## src/rtl/instr_prefetch_queue.sv

```systemverilog
// Credit-limited instruction prefetcher feeding a first-word-fall-through queue.
// Reads are only issued while queued words plus in-flight reads leave room for one more.
module instr_prefetch_queue #(
    parameter int INSTR_WIDTH = 64,
    parameter int ADDR_WIDTH  = 16,
    parameter int DEPTH       = 16,
    parameter int RD_LATENCY  = 1,
    parameter int CNT_WIDTH   = 16
) (
    input  logic                   clk,
    input  logic                   rst,
    input  logic                   start,
    input  logic [ADDR_WIDTH-1:0]  start_addr,
    input  logic [CNT_WIDTH-1:0]   instr_count,
    input  logic                   flush,
    output logic                   busy,
    output logic                   done,
    output logic [ADDR_WIDTH-1:0]  mem_addr,
    output logic                   mem_rd_en,
    input  logic [INSTR_WIDTH-1:0] mem_data,
    output logic                   deq_valid,
    input  logic                   deq_ready,
    output logic [INSTR_WIDTH-1:0] deq_instr,
    output logic [$clog2(DEPTH):0] fill_level
);
    localparam int PW  = $clog2(DEPTH);
    localparam int FW  = PW + 1;
    localparam int IFW = $clog2(RD_LATENCY + 2);
    localparam int OW  = ((FW > IFW) ? FW : IFW) + 1;

    typedef enum logic [1:0] {S_IDLE, S_FETCH, S_DRAIN, S_DONE} state_t;

    state_t                  state, state_n;
    logic [RD_LATENCY:0]     vld_pipe;
    logic [IFW-1:0]          in_flight;
    logic [OW-1:0]           occ;
    logic [ADDR_WIDTH-1:0]   next_addr;
    logic [CNT_WIDTH-1:0]    remaining;
    logic [PW-1:0]           wr_ptr, rd_ptr;
    logic [INSTR_WIDTH-1:0]  ram [DEPTH];
    logic                    issue, push, pop;

    // vld_pipe[0] is the registered read strobe; the tail bit marks returning data.
    assign mem_rd_en = vld_pipe[0];
    assign push      = vld_pipe[RD_LATENCY];
    assign deq_valid = (fill_level != '0);
    assign pop       = deq_valid && deq_ready;
    assign deq_instr = ram[rd_ptr];

    always_comb begin
        in_flight = '0;
        for (int i = 0; i <= RD_LATENCY; i++)
            in_flight = in_flight + IFW'(vld_pipe[i]);
        occ = OW'(fill_level) + OW'(in_flight);
    end

    always_comb begin
        state_n = state;
        busy    = 1'b0;
        issue   = 1'b0;
        case (state)
            S_IDLE: begin
                if (start)
                    state_n = (instr_count != '0) ? S_FETCH : S_DONE;
            end
            S_FETCH: begin
                busy  = 1'b1;
                issue = (remaining != '0) && (occ < OW'(DEPTH));
                if (issue && remaining == CNT_WIDTH'(1))
                    state_n = S_DRAIN;
            end
            S_DRAIN: begin
                busy = 1'b1;
                if (in_flight == '0)
                    state_n = S_DONE;
            end
            S_DONE:  state_n = S_IDLE;
            default: state_n = S_IDLE;
        endcase
    end

    always_ff @(posedge clk) begin
        if (!rst) begin
            state      <= S_IDLE;
            done       <= 1'b0;
            vld_pipe   <= '0;
            mem_addr   <= '0;
            next_addr  <= '0;
            remaining  <= '0;
            wr_ptr     <= '0;
            rd_ptr     <= '0;
            fill_level <= '0;
        end else if (flush) begin
            // Clearing the pipe makes any data still returning from memory fall on the floor.
            state      <= S_IDLE;
            done       <= 1'b0;
            vld_pipe   <= '0;
            remaining  <= '0;
            wr_ptr     <= '0;
            rd_ptr     <= '0;
            fill_level <= '0;
        end else begin
            state       <= state_n;
            done        <= (state == S_DONE);
            vld_pipe[0] <= issue;
            for (int i = 1; i <= RD_LATENCY; i++)
                vld_pipe[i] <= vld_pipe[i-1];
            if (issue) begin
                mem_addr  <= next_addr;
                next_addr <= next_addr + ADDR_WIDTH'(1);
                remaining <= remaining - CNT_WIDTH'(1);
            end
            if (state == S_IDLE && start) begin
                next_addr <= start_addr;
                remaining <= instr_count;
            end
            if (push) wr_ptr <= wr_ptr + PW'(1);
            if (pop)  rd_ptr <= rd_ptr + PW'(1);
            case ({push, pop})
                2'b10:   fill_level <= fill_level + FW'(1);
                2'b01:   fill_level <= fill_level - FW'(1);
                default: ;
            endcase
        end
    end

    always_ff @(posedge clk) begin
        if (push)
            ram[wr_ptr] <= mem_data;
    end

    always_ff @(posedge clk) begin
        if (rst && !flush && push)
            assert (fill_level != FW'(DEPTH))
            else $error("instr_prefetch_queue: push into full queue");
    end
endmodule
```

## config.mk

```make
export PLATFORM = sky130hd
export DESIGN_NAME = instr_prefetch_queue
export DESIGN_NICKNAME = d
export VERILOG_FILES = /design/src/rtl/instr_prefetch_queue.sv
export SDC_FILE = /design/constraint.sdc
export NUM_CORES = 1
export LEC_CHECK = 0
export CORE_UTILIZATION = 55
export DETAILED_ROUTE_END_ITERATION = 10
export GPL_TIMING_DRIVEN = 1
export PLACE_DENSITY_LB_ADDON = 0.08
export SETUP_SLACK_MARGIN = 0.15
export SYNTH_ARGS = -nofsm -noshare
export SYNTH_HDL_FRONTEND = slang
export SYNTH_SLANG_ARGS = --single-unit
```

## constraint.sdc

```tcl
create_clock -name clk -period 3.95 [get_ports clk]
set_input_delay 0.5925 -clock clk [delete_from_list [all_inputs] [get_ports clk]]
set_output_delay 0.5925 -clock clk [all_outputs]
set_load 0.1 [all_outputs]
```

==> metrics.txt <==
status=finished clean; die area=77500 sq um; Pleak=15.2 nW; final hold vios=0; CP max stage delay=0.58 ns; skew final=0.0327 ns; met3 routed WL=5.01 mm; Rows=101; crit path DAT=2.95 ns; Yosys warning count=0; Initial DRT Pass Iterations=5; Seq/Total Area, Yosys=76.5%; worst skew pair latency=0.67 ns; post-synth top area share=73.2%; Area contributors post-synth=edfxtp_1 (73%), mux4_2 (17%), dfxtp_1 (3.3%); DRT met1 WL=37.5 mm; final antenna-violating net count=0; unrepaired setup endpoints after global routing=false; Post-synth EDFFs=1024; most frequent cell after synthesis=edfxtp_1; Initial DRC Count=1902; Final Critical Period=3.55 ns; Num CTS Buffers=110; syn_nets=2007; Final period util=89.8%; number of synthesized register bits=1094; Worst Path Required=3.36 ns; largest area contributor in the netlist=edfxtp_1; Critical-path top delay cell=mux4_2; Unique masters post-synth=54; Core Area=75800 sq um; Root Buffer=clkbuf_16; FMAX=282 MHz; DR top layer=met5; Slew HR=21.4%; Die Wd=278 microns; Hold Path Class=flip-flop to flip-flop; # DRC=0; WL per Instance=28.3 microns; Post-DP Area=45800 sq um; Async SR Flop Fraction=0%; GP Congestion=0.783; # setup viols final=0; top cell family by delay on the critical path=multiplexers; vias per cell=6.24; IO Count=190; CP Capture Type=output pin; Max VDD drop=388 uV; Initial Util=55.4%; Max-cap violations=0; die height=278 microns; vias in the first global route=21100; cell area after layout=49400 sq um; CTS tree=yes; P&R area growth vs syn=17.5%; Pwr Density=473 nW/um^2; Worst setup SP type=flip-flop; Power Total=0.0233 W; PortBufs=189; Critical Path, Cell by Cell=buf_12, buf_4, mux4_2, mux4_2, buf_4; hpwl dp=47.6 mm; Nets=2278; pin count of the biggest net entering global routing=77; Post-Synthesis Cells=1884; met2 WL=46.6 mm; Num Clock Sinks=1094; post-route setup TNS=0 ns; total grt overflow=0; Longest Clk Path Bufs=3; post-CTS sizing=0; first-pass GRT wire length=136 mm; GRT Total Usage=24.2%; measured slew at the worst slew-check pin=1.18 ns; Cell Area, Synth=42000 sq um; initial antenna violation count=4; synth cell count leaders=edfxtp_1 (1024), mux4_2 (320), dfxtp_1 (70), clkbuf_1 (66), nand2_1 (52); Reg clk slew, reported paths=0.06 ns; syn_area_per_cell=22.3 sq um; DR vias=20100; fraction of layout cells with a size suffix above 1=28.0%; primary flip-flop cell chosen by synthesis mapping=edfxtp_1; critical path peak fanout=20; Final Routed Wirelength=91.4 mm; CP Class=flip-flop to output pin; H-tree depth=3; Slew Limit Fails=0; CP bufs+invs=3
[kinds of logic after synthesis]
kind of cell               Yosys count  synth area share [%]
DFF                               1094                  76.5
xor gates and xnor gates            13                 0.271
adders and majority gates           22                 0.673
and+or+nand+nor                    201                  2.49
muxes                              325                  17.3
AOI/OAI and AO/OA                  116                  1.78
buffers and inverters              113                  1.03
[tightest hold or removal path, cell delays in order, from the launching register on]
cell and delay, ns:
dfxtp_1 0.31, nand2_1 0.05, a21boi_1 0.05
[registers in the layout (all words and copies together), names as in the netlist, named ones only]
signal / flops
rd_ptr: 4
mem_addr: 16
state: 2
next_addr: 16
ram: 1024
wr_ptr: 4
fill_level: 5
vld_pipe: 2
done: 1
remaining: 16
[per-stage QoR]
step / hold WS (ns) / instances / utilization (%) / worst slack, ns
3_3_place_gp: 0.452 / 3010 / 60.4 / 0.593
2_1_floorplan: 0.454 / 1884 / - / 0.693
4_1_cts: 0.460 / 3214 / 65.0 / 0.171
6_report: 0.459 / 3226 / 65.1 / 0.403
3_5_place_dp: 0.448 / 3010 / 60.4 / 0.538
5_1_grt: 0.480 / 3226 / 65.1 / 0.312
[worst paths after layout]
check / from / to / slack [ns] / depth (start not counted)
min reg2reg: mem_addr[6] / mem_addr[6] / 0.46 / 2
max reg2reg: fill_level[0] / fill_level[4] / 1.00 / 10
max: flip-flop / deq_instr[55] / 0.40 / 5
min: mem_addr[6] / mem_addr[6] / 0.46 / 2
[layout make-up]
type	instances	area, sq um
clock buffer	130	2890
antenna	1	2.50
clock inverter	74	628
sequential	1094	32200
tap	978	1220
timing repair buffer	257	2920
multi-input combinational	677	9490
inverter	15	56.3
fill	4986	26400
[power by group]
part           internal, W  leakage, nW  switching (W)  total [W]
Clock              0.00591         1.74        0.00422     0.0101
Combinational     0.000182         3.67       0.000323   0.000505
Sequential          0.0127         9.77      0.0000295     0.0127
Total               0.0188         15.2        0.00457     0.0233
[cells in the final DEF (no fill, tap or decap), drive strengths merged, types with 8 or more instances in the layout]
| cell | Yosys | layout |
|---|---|---|
| a21boi | 19 | 19 |
| edfxtp | 1024 | 1024 |
| clkdlybuf4s50 | 0 | 125 |
| nand2 | 52 | 52 |
| clkinv | 0 | 59 |
| nor3 | 16 | 16 |
| nand3 | 16 | 16 |
| and2 | 20 | 20 |
| dfxtp | 70 | 70 |
| a21oi | 24 | 24 |
| or4 | 12 | 12 |
| nor4 | 14 | 14 |
| o21ai | 33 | 33 |
| inv | 15 | 18 |
| mux4 | 320 | 320 |
| xor2 | 8 | 8 |
| ha | 21 | 21 |
| nor2 | 31 | 31 |
| clkbuf | 67 | 130 |
| bufinv | 0 | 11 |
| or3 | 11 | 11 |
| buf | 31 | 132 |
[routing by layer]
layer / GRT usage (%) / vias up
met5: 0 / -
met4: 7.30 / 6
met3: 3.84 / 143
met2: 40.2 / 650
met1: 33.4 / 10800
li1: - / 8547
[timing repair]
item	in CTS	in global routing
endpoints found under the setup margin	0	9
hold buffers	0	0
setup buffers	0	11
Note: power is estimated with default switching activity, not from simulation.
